==> src/rtl/hilo_unit_pkg.sv <==
// Shared CPU defines: data width default, HI/LO write-record field widths, ALU control codes.
package hilo_unit_pkg;

    localparam int CPU_DW    = 32;
    localparam int HILO_WE_W = 1;

    typedef enum logic [3:0] {
        ALU_ADD   = 4'd0,
        ALU_SUB   = 4'd1,
        ALU_AND   = 4'd2,
        ALU_OR    = 4'd3,
        ALU_XOR   = 4'd4,
        ALU_NOR   = 4'd5,
        ALU_SLT   = 4'd6,
        ALU_SLTU  = 4'd7,
        ALU_SLL   = 4'd8,
        ALU_SRL   = 4'd9,
        ALU_SRA   = 4'd10,
        ALU_LUI   = 4'd11,
        ALU_MULT  = 4'd12,
        ALU_MULTU = 4'd13,
        ALU_MTHI  = 4'd14,
        ALU_MTLO  = 4'd15
    } alu_op_e;

    // A write record carries a real write iff at least one enable is set.
    function automatic logic wr_valid(input logic [HILO_WE_W-1:0] hi_we,
                                      input logic [HILO_WE_W-1:0] lo_we);
        return (|hi_we) | (|lo_we);
    endfunction

endpackage

==> src/rtl/hilo_stage.sv <==
// One HI/LO write-record pipeline register with bubble > load > hold priority.
module hilo_stage
    import hilo_unit_pkg::*;
#(
    parameter int DW = CPU_DW
) (
    input  logic                 clk,
    input  logic                 rst,
    input  logic                 load_i,
    input  logic                 bubble_i,
    input  logic [HILO_WE_W-1:0] hi_we_i,
    input  logic [HILO_WE_W-1:0] lo_we_i,
    input  logic [DW-1:0]        hi_i,
    input  logic [DW-1:0]        lo_i,
    output logic [HILO_WE_W-1:0] hi_we_o,
    output logic [HILO_WE_W-1:0] lo_we_o,
    output logic [DW-1:0]        hi_o,
    output logic [DW-1:0]        lo_o
);

    logic [HILO_WE_W-1:0] hi_we_q, hi_we_d;
    logic [HILO_WE_W-1:0] lo_we_q, lo_we_d;
    logic [DW-1:0]        hi_q, hi_d;
    logic [DW-1:0]        lo_q, lo_d;

    always_comb begin
        hi_we_d = hi_we_q;
        lo_we_d = lo_we_q;
        hi_d    = hi_q;
        lo_d    = lo_q;
        if (bubble_i) begin
            hi_we_d = '0;
            lo_we_d = '0;
            hi_d    = '0;
            lo_d    = '0;
        end else if (load_i) begin
            hi_we_d = hi_we_i;
            lo_we_d = lo_we_i;
            hi_d    = hi_i;
            lo_d    = lo_i;
        end
    end

    always_ff @(posedge clk) begin
        if (rst) begin
            hi_we_q <= '0;
            lo_we_q <= '0;
            hi_q    <= '0;
            lo_q    <= '0;
        end else begin
            hi_we_q <= hi_we_d;
            lo_we_q <= lo_we_d;
            hi_q    <= hi_d;
            lo_q    <= lo_d;
        end
    end

    assign hi_we_o = hi_we_q;
    assign lo_we_o = lo_we_q;
    assign hi_o    = hi_q;
    assign lo_o    = lo_q;

endmodule

==> src/rtl/hilo_unit.sv <==
// HI/LO register file with M/W write pipeline; define HILO_FWD_EN for M/W forwarding,
// otherwise in-flight writes raise stall_req against MFHI/MFLO.
module hilo_unit
    import hilo_unit_pkg::*;
#(
    parameter int DW = CPU_DW
) (
    input  logic          clk,
    input  logic          rst,
    input  logic          stall,
    input  logic          flush,
    input  logic          e_hi_we,
    input  logic          e_lo_we,
    input  logic [DW-1:0] e_hi,
    input  logic [DW-1:0] e_lo,
    input  logic          e_rd_hi,
    input  logic          e_rd_lo,
    output logic [DW-1:0] hi_out,
    output logic [DW-1:0] lo_out,
    output logic          stall_req
);

    logic [HILO_WE_W-1:0] m_hi_we, m_lo_we, w_hi_we, w_lo_we;
    logic [DW-1:0]        m_hi, m_lo, w_hi, w_lo;
    logic [DW-1:0]        hi_q, lo_q;

    hilo_stage #(.DW(DW)) u_m (
        .clk      (clk),
        .rst      (rst),
        .load_i   (~stall),
        .bubble_i (flush),
        .hi_we_i  (HILO_WE_W'(e_hi_we)),
        .lo_we_i  (HILO_WE_W'(e_lo_we)),
        .hi_i     (e_hi),
        .lo_i     (e_lo),
        .hi_we_o  (m_hi_we),
        .lo_we_o  (m_lo_we),
        .hi_o     (m_hi),
        .lo_o     (m_lo)
    );

    // W always drains into commit; a stalled M must not be duplicated, so W takes a bubble.
    hilo_stage #(.DW(DW)) u_w (
        .clk      (clk),
        .rst      (rst),
        .load_i   (1'b1),
        .bubble_i (flush | stall),
        .hi_we_i  (m_hi_we),
        .lo_we_i  (m_lo_we),
        .hi_i     (m_hi),
        .lo_i     (m_lo),
        .hi_we_o  (w_hi_we),
        .lo_we_o  (w_lo_we),
        .hi_o     (w_hi),
        .lo_o     (w_lo)
    );

    always_ff @(posedge clk) begin
        if (rst) begin
            hi_q <= '0;
            lo_q <= '0;
        end else if (wr_valid(w_hi_we, w_lo_we)) begin
            if (|w_hi_we) hi_q <= w_hi;
            if (|w_lo_we) lo_q <= w_lo;
        end
    end

`ifdef HILO_FWD_EN
    logic unused_rd;
    assign unused_rd = e_rd_hi ^ e_rd_lo;

    // Youngest in-flight write wins: M before W before architectural.
    always_comb begin
        hi_out = hi_q;
        lo_out = lo_q;
        if (|m_hi_we)      hi_out = m_hi;
        else if (|w_hi_we) hi_out = w_hi;
        if (|m_lo_we)      lo_out = m_lo;
        else if (|w_lo_we) lo_out = w_lo;
    end
    assign stall_req = 1'b0;
`else
    assign hi_out    = hi_q;
    assign lo_out    = lo_q;
    assign stall_req = (e_rd_hi & ((|m_hi_we) | (|w_hi_we)))
                     | (e_rd_lo & ((|m_lo_we) | (|w_lo_we)));
`endif

endmodule

==> config.mk <==
export PLATFORM = sky130hd
export DESIGN_NAME = hilo_unit
export DESIGN_NICKNAME = d
export VERILOG_FILES = /design/src/rtl/hilo_unit_pkg.sv /design/src/rtl/hilo_stage.sv /design/src/rtl/hilo_unit.sv
export SDC_FILE = /design/constraint.sdc
export NUM_CORES = 1
export LEC_CHECK = 0
export ABC_CLOCK_PERIOD_IN_PS = 2200
export BUFFER_PORTS_ARGS = -buffer_cell sky130_fd_sc_hd__buf_4
export CORE_ASPECT_RATIO = 0.7
export CORE_MARGIN = 5
export CORE_UTILIZATION = 50
export CTS_CLUSTER_DIAMETER = 120
export DETAILED_ROUTE_END_ITERATION = 8
export HOLD_SLACK_MARGIN = 0.08
export PLACE_DENSITY = 0.81
export SLEW_MARGIN = 20
export SYNTH_ARGS = -nofsm -noshare
export SYNTH_HDL_FRONTEND = slang
export SYNTH_SLANG_ARGS = --single-unit
==> constraint.sdc <==
create_clock -name clk -period 2.2 [get_ports clk]
set_input_delay 0.22 -clock clk [delete_from_list [all_inputs] [get_ports clk]]
set_output_delay 0.22 -clock clk [all_outputs]
set_load 0.01 [all_outputs]
==> impl_summary.log, run 1 <==
[metrics] result of the run: finished clean
[metrics] cell at the root of the clock tree: sky130_fd_sc_hd__clkbuf_16
[metrics] cell with the largest stage delay on the worst path: sky130_fd_sc_hd__dfxtp_2
[metrics] share of the synthesized area in the top cell type: 60.8%
[metrics] placed inst area: 7470 um2
[metrics] multi-input combinational cell area: 2240 um2
[metrics] Final Slew Violations: 0
[metrics] count of mapped cells out of synthesis: 564
[metrics] Crit Path Category: reg -> out
[metrics] Tmin final: 1.81 ns
[metrics] type of element capturing the critical path: output pin
[metrics] commonest cells in the netlist: sky130_fd_sc_hd__dfxtp_1 (196), sky130_fd_sc_hd__mux2i_1 (130), sky130_fd_sc_hd__nor2_1 (130)
[metrics] antenna violations before repair: 0
[metrics] Net count, final: 825
[metrics] Die Outline Area: 15300 um2
[metrics] Clk Latency, worst-skew pair: 0.42 ns
[metrics] count of synthesis-stage warnings from yosys: 0
[metrics] CP required: 1.98 ns
[metrics] number of buffer and inverter instances along the worst setup path: 1
[metrics] count of pins on the block boundary: 137
[metrics] fraction of the mapped netlist area in compound gates: 0.155%
[metrics] TritonCTS clock tree: built
[metrics] drt pass-1 iters: 4
[metrics] number of max-cap violations: 0
[metrics] Post-Synth Simple-Gate Area: 14.4%
[metrics] number of global-route vias before repair: 4731
[metrics] ratio of cells with drive above 1 in the final layout: 23.4%
[metrics] Port-buffer cells: 136
[metrics] predominant post-synthesis flop cell: sky130_fd_sc_hd__dfxtp_1
[metrics] accumulated negative setup slack: 0 ns
[metrics] worst slew pin tran: 0.701 ns
[metrics] final RePlAce weighted congestion: 0.750
[metrics] DP HPWL: 9230 um
[metrics] fraction of the yosys area taken by sequential cells: 60.8%
[metrics] maximum vdd ir drop: 598 uV
[metrics] adder and majority cell fraction of the synthesized area: 0%
[metrics] final count of hold timing violations: 0
[metrics] library cell with the highest instance count after synthesis: sky130_fd_sc_hd__dfxtp_1
[metrics] clock skew after layout: 0.0117 ns
[metrics] Total Routing Usage GR: 18.9%
[metrics] leading cell types by total area after synthesis: sky130_fd_sc_hd__dfxtp_1 (61%), sky130_fd_sc_hd__mux2i_1 (20%), sky130_fd_sc_hd__nor2_1 (7.6%)
[metrics] placement row count: 34
[metrics] DIE WIDTH: 146 um
[metrics] count of different cell masters after synthesis: 12
[metrics] portion of netlist area occupied by mux cells: 20.2%
[metrics] count of unresolved DRC violations after routing: 0
[metrics] TritonCTS Buffers: 17
[metrics] global-route wire length before repair: 23300 um
[metrics] Congestion Overflow GR: 0
[metrics] CP top delay family: flip-flops
[metrics] slowest stage delay, CP: 0.66 ns
[metrics] combinational family with the most area after synthesis: multiplexers
[metrics] Post-synth EDFFs: 0
[metrics] number of H-tree levels: 4
[metrics] most area-hungry cell type in the Yosys netlist: sky130_fd_sc_hd__dfxtp_1
[metrics] cell area after synthesis: 6450 um2
[metrics] area used by sequential logic in the layout: 3930 um2
[metrics] count of routing violations after the opening detailed-route iteration: 157
[metrics] final setup fails: 0
[metrics] critical-path cell list: o21ai_0 > nand2_1 > buf_4
[metrics] reg-to-reg setup timing slack: 0.67 ns
[metrics] Detailed Route WL: 14200 um
[metrics] post-CTS sizing: 0
[metrics] total nets after synthesis: 636
[metrics] clock slew seen by the registers of the worst setup and hold paths: 0.06 ns
[metrics] leakage component of the power: 3.73 nW
[metrics] post-route design area: 8680 um2
[metrics] Critical Path Start Type: register
[metrics] proportion of register bits with asynchronous set or reset after synthesis: 0%
[metrics] maximum buffer depth of the clock tree: 2
[metrics] number of routed nets with antenna violations: 0
[metrics] class of the tightest hold or removal check: in -> reg
[metrics] maximum fanout count along the critical path: 17
[metrics] area growth from synthesis to final layout: 34.5%
[metrics] Antenna Cells: 0
[metrics] number of synthesized register bits: 196
[metrics] XOR/XNOR share of the synthesized area: 0%
[metrics] number of sinks driven by the clock tree: 196
[metrics] Post-Synthesis Mean Instance Area: 11.4 um2
[metrics] CORE AREA: 12500 um2
[metrics] average wire per cell in the routed design: 15.3 um
[metrics] power per standard cell area: 808 nW/um2
[metrics] Filler cells: 887
[metrics] post-route fraction of the period consumed by the critical path: 82.3%
[metrics] total via count after detailed routing: 4404
[metrics] data arrival time of the critical path: 1.59 ns
[metrics] average vias per placed instance: 4.75
[metrics] pin count of the biggest net entering global routing: 65
[metrics] unrepaired setup endpoints after global routing: false
[metrics] vertical extent of the die: 105 um
[metrics] initial cell density of the core: 51.4%
[metrics] tightest slew margin relative to the limit: 53.3%
[metrics] Max Freq: 553 MHz
-- cells in the final DEF (no fill, tap or decap), drive strengths merged --
cell type    netlist  final
dfxtp            196    196
buf               33    144
mux2i            130    130
nor2             130    130
and2              66     66
dlygate4sd3        0     63
clkbuf             4     17
clkinv             0      5
inv                0      4
clkinvlp           0      3
o21ai              2      2
bufinv             0      2
nand2              1      1
nor3               1      1
or2                1      1
-- per-stage QoR --
stage               hold WS (ns)  setup slack, ns  utilization [%]  instances  total power, mW
floorplan                  0.364             1.13                -        564             3.88
global placement           0.437            0.717             59.6        833             3.99
detailed placement         0.442            0.644             59.6        833             4.00
CTS                       0.0863            0.370             69.2        927             7.08
global route               0.104            0.306             69.2        927             7.26
finish                    0.0915            0.390             69.2        927             7.02
-- repair_timing --
action                    4_1_cts  5_1_grt
buffers inserted                0        0
hold endpoints to repair       63        0
hold buffers                   63        0
-- worst reg2reg max path: stages (launching register included) --
cell and delay (ns):
sky130_fd_sc_hd__dfxtp_2 0.66, sky130_fd_sc_hd__buf_4 0.40, sky130_fd_sc_hd__mux2i_1 0.28, sky130_fd_sc_hd__nor2_1 0.06
-- flip-flops by register name, indices dropped and copies added (netlist names) --
signal	flops
hi_out	32
lo_out	32
u_m.hi_o	32
u_m.hi_we_o	1
u_m.lo_o	32
u_m.lo_we_o	1
u_w.hi_o	32
u_w.hi_we_o	1
u_w.lo_o	32
u_w.lo_we_o	1
-- final timing paths --
check / startpoint / to / cells after the start
setup / recovery: u_w.hi_we_o$_SDFF_PP0_ / stall_req / 3
hold / removal: e_hi[8] / u_m.hi_o[8]$_SDFFE_PP0N_ / 3
setup reg to reg: u_w.hi_we_o$_SDFF_PP0_ / hi_out[9]$_SDFFE_PP0P_ / 3
hold reg to reg: u_m.lo_o[8]$_SDFFE_PP0N_ / u_w.lo_o[8]$_SDFF_PP0_ / 1
-- report_power, final --
group | switching (mW) | total [mW] | internal, mW | leakage, nW
Sequential | 0.0214 | 3.62 | 3.59 | 1.59
Combinational | 0.166 | 0.398 | 0.232 | 1.87
Clock | 1.32 | 3.00 | 1.68 | 0.278
Total | 1.51 | 7.02 | 5.51 | 3.73
-- kinds of logic (layout without fill, tap and decap cells) --
logic type,count (synthesis),count (layout)
AOI/OAI and AO/OA,2,2
and+or+nand+nor,199,199
muxes,130,130
DFF,196,196
buffers and inverters,37,238
-- layout make-up --
class | count | share of cell area, %
Tap cell | 162 | 2.33
Multi-Input combinational cell | 331 | 25.8
Clock inverter | 14 | 1.76
Clock buffer | 17 | 4.90
Sequential cell | 196 | 45.2
Timing Repair Buffer | 207 | 20.0
-- routing by layer --
layer | wire, um | part of all wire (%) | track usage [%] | vias up
li1 | - | - | - | 2199
met1 | 6220 | 44 | 22.4 | 2068
met2 | 6970 | 49 | 32.8 | 110
met3 | 702 | 5.0 | 5.32 | 27
met5 | 0 | 0 | 0 | -
met4 | 283 | 2.0 | 7.11 | 0
(Power assumes the default switching activity.)
==> inputs of run 2 (changes only) <==
- ABC_AREA: unset -> 1
- ABC_CLOCK_PERIOD_IN_PS: 2200 -> 1700
- PLACE_DENSITY: 0.81 -> 0.8
- clock period: 2.2 -> 1.7 ns (I/O delays scaled with it)
==> run 2 against run 1 <==
Design area increased by 6.7%. Count of clock-buffer cells in the layout increased by 2. Synthesized area increased by 7.2%. Sequential share of layout area decreased by 2.8 points. Die area increased by 6.6%. Critical path depth unchanged. Combinational power increased by 78%. First-iteration DRC count increased by 71%. Utilization decreased by 1.7 points. Sequential cell count unchanged. Highest routed layer unchanged.
==> impl_summary.log, run 2 <==
[metrics] Tmin final: 1.38 ns
[metrics] TritonCTS clock tree: built
[metrics] maximum vdd ir drop: 859 uV
[metrics] most area-hungry cell type in the Yosys netlist: sky130_fd_sc_hd__dfxtp_1
[metrics] highest metal layer with signal wires: met4
[metrics] Clk Latency, worst-skew pair: 0.41 ns
[metrics] final setup fails: 0
[metrics] post-CTS sizing: 0
[metrics] predominant post-synthesis flop cell: sky130_fd_sc_hd__dfxtp_1
[metrics] Die Outline Area: 16300 um2
[metrics] CP required: 1.53 ns
[metrics] CORE AREA: 13700 um2
[metrics] clock power share: 42.2%
[metrics] TritonCTS Buffers: 17
[metrics] maximum fanout count along the critical path: 2
[metrics] class of the tightest hold or removal check: in -> reg
[metrics] switching part of the total power: 22.5%
[metrics] final count of hold timing violations: 0
[metrics] antenna violations before repair: 0
[metrics] type of element capturing the critical path: output pin
[metrics] average vias per placed instance: 4.27
[metrics] DP HPWL: 8520 um
[metrics] Congestion Overflow GR: 0
[metrics] worst slew pin tran: 0.736 ns
[metrics] Crit Path Category: reg -> out
[metrics] total nets after synthesis: 1040
[metrics] area growth from synthesis to final layout: 33.9%
[metrics] vertical extent of the die: 108 um
[metrics] pin count of the biggest net entering global routing: 133
[metrics] part of the power in combinational logic: 7.6%
[metrics] Net count, final: 1219
[metrics] fraction of the yosys area taken by sequential cells: 56.7%
[metrics] initial cell density of the core: 50.4%
[metrics] detailed-route wire length on metal 1: 6660 um
[metrics] cell area after synthesis: 6920 um2
[metrics] Critical Path Start Type: register
[metrics] count of pins on the block boundary: 137
[metrics] commonest cells in the netlist: sky130_fd_sc_hd__nor2_1 (326), sky130_fd_sc_hd__nand2_1 (262), sky130_fd_sc_hd__dfxtp_1 (196)
[metrics] post-layout util: 67.4%
[metrics] global-route wire length before repair: 24500 um
[metrics] drt pass-1 iters: 4
[metrics] Max Freq: 724 MHz
[metrics] Post-Synthesis Mean Instance Area: 7.15 um2
[metrics] post-route fraction of the period consumed by the critical path: 81.2%
[metrics] Internal: 7.28 mW
[metrics] count of unresolved DRC violations after routing: 0
[metrics] clock slew seen by the registers of the worst setup and hold paths: 0.07 ns
[metrics] highest-count cells in the layout ignoring fill and taps: sky130_fd_sc_hd__nor2_1 (326), sky130_fd_sc_hd__nand2_1 (261), sky130_fd_sc_hd__dfxtp_1 (194), sky130_fd_sc_hd__buf_4 (139), sky130_fd_sc_hd__inv_1 (130)
[metrics] count of synthesis-stage warnings from yosys: 0
[metrics] Antenna Cells: 0
[metrics] number of synthesized register bits: 196
[metrics] number of H-tree levels: 4
[metrics] Filler cells: 1146
[metrics] critical-path cell list: o21ai_0 > nand2_1 > buf_4
[metrics] number of max-cap violations: 0
[metrics] Total Routing Usage GR: 18.5%
[metrics] relative contribution of sequential cells to total power: 50.2%
[metrics] multi-input combinational cell area: 2230 um2
[metrics] count of mapped cells out of synthesis: 968
[metrics] source of the worst register-to-register timing path: u_w.hi_we_o$_SDFF_PP0_
[metrics] commonest non-fill, non-tap cell in the layout: sky130_fd_sc_hd__nor2_1
[metrics] cell with the largest stage delay on the worst path: sky130_fd_sc_hd__dfxtp_2
[metrics] placed inst area: 8010 um2
[metrics] number of sinks driven by the clock tree: 196
[metrics] post-route design area: 9270 um2
[metrics] detailed route wirelength on metal2: 7270 um
[metrics] unrepaired setup endpoints after global routing: false
[metrics] Worst Min Path Start: rst
[metrics] minimum hold slack: 0.251 ns
[metrics] wire length on met3: 605 um
[metrics] final RePlAce weighted congestion: 0.735
[metrics] DIE WIDTH: 151 um
[metrics] proportion of register bits with asynchronous set or reset after synthesis: 0%
[metrics] reg-to-reg setup timing slack: 0.62 ns
[metrics] count of routing violations after the opening detailed-route iteration: 268
[metrics] share of the synthesized area in the top cell type: 56.7%
[metrics] tightest slew margin relative to the limit: 50.9%
[metrics] result of the run: finished clean
[metrics] number of global-route vias before repair: 5469
[metrics] count of different cell masters after synthesis: 11
[metrics] Detailed Route WL: 14800 um
[metrics] Port-buffer cells: 136
[metrics] switching pwr: 2.12 mW
[metrics] total via count after detailed routing: 5766
[metrics] average wire per cell in the routed design: 11.0 um
[metrics] cell at the root of the clock tree: sky130_fd_sc_hd__clkbuf_16
[metrics] CP startpoint: u_w.lo_we_o$_SDFF_PP0_
[metrics] placement row count: 36
[metrics] leading cell types by total area after synthesis: sky130_fd_sc_hd__dfxtp_1 (57%), sky130_fd_sc_hd__nor2_1 (18%), sky130_fd_sc_hd__nand2_1 (14%)
[metrics] Final Slew Violations: 0
[metrics] area used by sequential logic in the layout: 3930 um2
[metrics] slowest stage delay, CP: 0.33 ns
[metrics] Post-synth EDFFs: 0
[metrics] accumulated negative setup slack: 0 ns
[metrics] clock skew after layout: 0.0111 ns
[metrics] number of routed nets with antenna violations: 0
[metrics] power per standard cell area: 1010 nW/um2
[metrics] data arrival time of the critical path: 1.21 ns
[metrics] ratio of cells with drive above 1 in the final layout: 15.4%
[metrics] leakage component of the power: 4.14 nW
[metrics] maximum buffer depth of the clock tree: 2
[metrics] library cell with the highest instance count after synthesis: sky130_fd_sc_hd__nor2_1
==> run 2: cell types whose count changed after synthesis, sizes merged <==
| cell | previous run | this run |
|---|---|---|
| mux2i | 130 | 0 |
| nor3 | 1 | 0 |
| and2 | 66 | 0 |
| or2 | 1 | 0 |
| clkbuf | 4 | 10 |
| buf | 33 | 39 |
| nand2 | 1 | 262 |
| inv | 0 | 132 |
| nor2 | 130 | 327 |
==> run 2: through the flow <==
stage               instances  power, mW  setup slack, ns
floorplan                 968       5.18            0.694
global placement         1252       5.40            0.493
detailed placement       1252       5.41            0.461
CTS                      1349       9.48            0.266
global route             1349       9.78            0.207
finish                   1349       9.40            0.320
==> run 2: logic make-up (layout without fill, tap and decap cells) <==
group | count (synthesis) | count (layout) | share of synthesized area [%]
compound gates | 2 | 2 | 0.145
flops | 196 | 196 | 56.7
simple gates | 589 | 589 | 32.0
buf+inv | 181 | 372 | 11.1
==> run 2: worst max-delay path: cells and delay by family (launching register included) <==
family | cells | cell delay (ns)
DFF | 1 | 0.33
AOI/OAI and AO/OA | 1 | 0.24
buffers and inverters | 1 | 0.15
and+or+nand+nor | 1 | 0.08
==> run 2: layout make-up <==
class,instances,share of cell area [%]
inverter,132,5.35
sequential,196,42.4
multi-input combinational,591,24.1
tap,190,2.57
timing repair buffer,209,19.3
clock inverter,12,1.59
clock buffer,19,4.78
==> run 2: worst paths after layout <==
check,cells past startpoint,endpoint
setup / recovery,3,stall_req
setup reg to reg,4,hi_out[23]$_SDFFE_PP0P_
hold reg to reg,2,u_w.lo_o[1]$_SDFF_PP0_
hold / removal,5,hi_out[8]$_SDFFE_PP0P_
==> run 2: power groups by stage <==
stage	combinational, mW	clock [mW]	sequential (mW)
3_5_place_dp	0.587	0	4.83
4_1_cts	0.714	4.04	4.72
5_1_grt	0.801	4.25	4.73
3_3_place_gp	0.581	0	4.82
2_1_floorplan	0.353	0	4.83
6_report	0.710	3.97	4.72
==> run 2: what timing repair did <==
action,in CTS,in global routing
hold buffers,66,0
hold endpoints to repair,66,0
setup buffers,0,0
==> run 2: per-layer routing <==
layer	GRT usage, %	vias up
li1	-	3104
met1	22.5	2544
met2	32.6	101
met3	4.19	17
met4	6.14	0
met5	0	-
==> inputs of run 3 (changes only) <==
- ABC_CLOCK_PERIOD_IN_PS: 1700 -> 1400
- clock period: 1.7 -> 1.4 ns (I/O delays scaled with it)
==> run 3 against run 2 <==
Worst setup slack worse by 0.24 ns. Design area grew 0.11%. First-iteration DRC count is 15% higher. Sequential share of layout area about the same. Non-clock buffer count rose by 6. Critical path depth did not move. Via count grew 1.0%. Register-to-register slack lost 0.22 ns. Critical endpoint unchanged. Largest cell class unchanged.
==> impl_summary.log, run 3 (same netlist as run 2, synthesis figures left out) <==
[metrics] post-CTS sizing: 0
[metrics] number of buffer and inverter instances along the worst setup path: 1
[metrics] Antenna Cells: 0
[metrics] result of the run: finished clean
[metrics] drt pass-1 iters: 4
[metrics] TritonCTS Buffers: 17
[metrics] slowest stage delay, CP: 0.33 ns
[metrics] pin count of the biggest net entering global routing: 65
[metrics] Total Routing Usage GR: 19.6%
[metrics] number of routed nets with antenna violations: 0
[metrics] cell with the largest stage delay on the worst path: sky130_fd_sc_hd__dfxtp_2
[metrics] Tmin final: 1.32 ns
[metrics] Post-Place Setup Slack: 0.370 ns
[metrics] final RePlAce weighted congestion: 0.755
[metrics] DP HPWL: 9260 um
[metrics] Congestion Overflow GR: 0
[metrics] power per standard cell area: 1210 nW/um2
[metrics] initial cell density of the core: 50.4%
[metrics] dpl cells: 1258
[metrics] area growth from synthesis to final layout: 34.1%
[metrics] number of global-route vias before repair: 5489
[metrics] average vias per placed instance: 4.30
[metrics] average wire per cell in the routed design: 11.2 um
[metrics] Critical Path Start Type: register
[metrics] maximum buffer depth of the clock tree: 2
[metrics] clock slew seen by the registers of the worst setup and hold paths: 0.07 ns
[metrics] data arrival time of the critical path: 1.18 ns
[metrics] number of H-tree levels: 4
[metrics] number of sinks driven by the clock tree: 196
[metrics] non-filler cells in the finished layout: 1356
[metrics] count of unresolved DRC violations after routing: 0
[metrics] highest metal layer with signal wires: met4
[metrics] type of element capturing the critical path: output pin
[metrics] Detailed Route WL: 15200 um
[metrics] worst slew pin tran: 0.495 ns
[metrics] placement row count: 36
[metrics] tightest slew margin relative to the limit: 67.0%
[metrics] clock skew after layout: 0.0115 ns
[metrics] CP required: 1.26 ns
[metrics] final setup margin: 0.0824 ns
[metrics] global-route wire length before repair: 25400 um
[metrics] vertical extent of the die: 108 um
[metrics] DIE WIDTH: 151 um
[metrics] Net count, final: 1225
[metrics] TritonCTS clock tree: built
[metrics] detailed route wirelength on metal2: 7720 um
[metrics] Max Freq: 759 MHz
[metrics] Port-buffer cells: 136
[metrics] Crit Path Category: reg -> out
[metrics] minimum hold slack: 0.216 ns
[metrics] final setup fails: 0
[metrics] Die Outline Area: 16300 um2
[metrics] ratio of cells with drive above 1 in the final layout: 16.0%
[metrics] final count of hold timing violations: 0
[metrics] highest-count cells in the layout ignoring fill and taps: sky130_fd_sc_hd__nor2_1 (326), sky130_fd_sc_hd__nand2_1 (261), sky130_fd_sc_hd__dfxtp_1 (194), sky130_fd_sc_hd__buf_4 (146), sky130_fd_sc_hd__inv_1 (130)
[metrics] total via count after detailed routing: 5825
[metrics] leakage component of the power: 4.17 nW
[metrics] count of routing violations after the opening detailed-route iteration: 309
[metrics] count of pins on the block boundary: 137
[metrics] maximum fanout count along the critical path: 2
[metrics] critical-path cell list: o21ai_0 > nand2_1 > buf_4
[metrics] number of max-cap violations: 0
[metrics] commonest non-fill, non-tap cell in the layout: sky130_fd_sc_hd__nor2_1
[metrics] maximum vdd ir drop: 749 uV
[metrics] Final Slew Violations: 0
[metrics] CORE AREA: 13700 um2
[metrics] post-route fraction of the period consumed by the critical path: 94.1%
[metrics] class of the tightest hold or removal check: in -> reg
[metrics] cell at the root of the clock tree: sky130_fd_sc_hd__clkbuf_16
[metrics] wire length on met3: 641 um
[metrics] detailed-route wire length on metal 1: 6550 um
[metrics] accumulated negative setup slack: 0 ns
[metrics] CP top delay family: flip-flops
[metrics] Clk Latency, worst-skew pair: 0.41 ns
[metrics] antenna violations before repair: 0
[metrics] unrepaired setup endpoints after global routing: false
## run 3: cell count changes in the layout (fill, tap and decap cells not counted)
cell,delta
sky130_fd_sc_hd__inv_8,+1
sky130_fd_sc_hd__clkbuf_8,+1
sky130_fd_sc_hd__inv_6,+2
sky130_fd_sc_hd__clkinv_2,+1
sky130_fd_sc_hd__buf_4,+7
sky130_fd_sc_hd__clkbuf_1,-1
sky130_fd_sc_hd__clkinv_4,+1
sky130_fd_sc_hd__bufinv_16,-2
sky130_fd_sc_hd__buf_12,-1
sky130_fd_sc_hd__clkinvlp_4,-2
## run 3: metal layers
metal | up-vias | track usage, %
met4 | 0 | 7.18
met5 | - | 0
met2 | 114 | 34.8
met1 | 2565 | 23.0
li1 | 3119 | -
met3 | 27 | 4.82
## run 3: worst register-to-register path, stage by stage (launching register included)
cell,delay [ns]
sky130_fd_sc_hd__dfxtp_2,0.34
sky130_fd_sc_hd__buf_4,0.32
sky130_fd_sc_hd__nand2_1,0.12
sky130_fd_sc_hd__nand2_1,0.07
sky130_fd_sc_hd__nor2_1,0.04
## run 3: power by group
part / total, mW / switching [mW] / internal (mW)
clock: 4.60 / 2.16 / 2.44
combinational: 0.876 / 0.438 / 0.438
sequential: 5.73 / 0.0370 / 5.69
## run 3: through the flow
stage          area, um2  utilization, %  power (mW)
2_1_floorplan       6920               -        6.29
5_1_grt             9280            67.5        11.7
3_3_place_gp        8050            58.6        6.56
3_5_place_dp        8050            58.6        6.58
4_1_cts             9280            67.5        11.3
6_report            9280            67.5        11.2
## run 3: timing repair
action                                  in CTS  in global routing
hold buffers                                66                  0
endpoints found under the setup margin       0                  0
buffers inserted                             0                  0
endpoints found under the hold margin       66                  0
## run 3: worst paths after layout
path | start | to | slack [ns] | cells after the start
setup / recovery | u_w.lo_we_o$_SDFF_PP0_ | stall_req | 0.08 | 3
hold / removal | flush | u_m.hi_o[11]$_SDFFE_PP0N_ | 0.22 | 5
setup reg to reg | u_w.hi_we_o$_SDFF_PP0_ | hi_out[2]$_SDFFE_PP0P_ | 0.40 | 4
hold reg to reg | u_m.hi_o[1]$_SDFFE_PP0N_ | u_w.hi_o[1]$_SDFF_PP0_ | 0.43 | 2
## run 3: final cells by class
cell class	instances	area, um2
inverters	132	495
fillers	1151	4460
flip-flops and latches	196	3930
well taps	190	238
clock inverters	13	115
repair buffers	215	1820
multi-input cells	591	2230
clock buffers	19	453
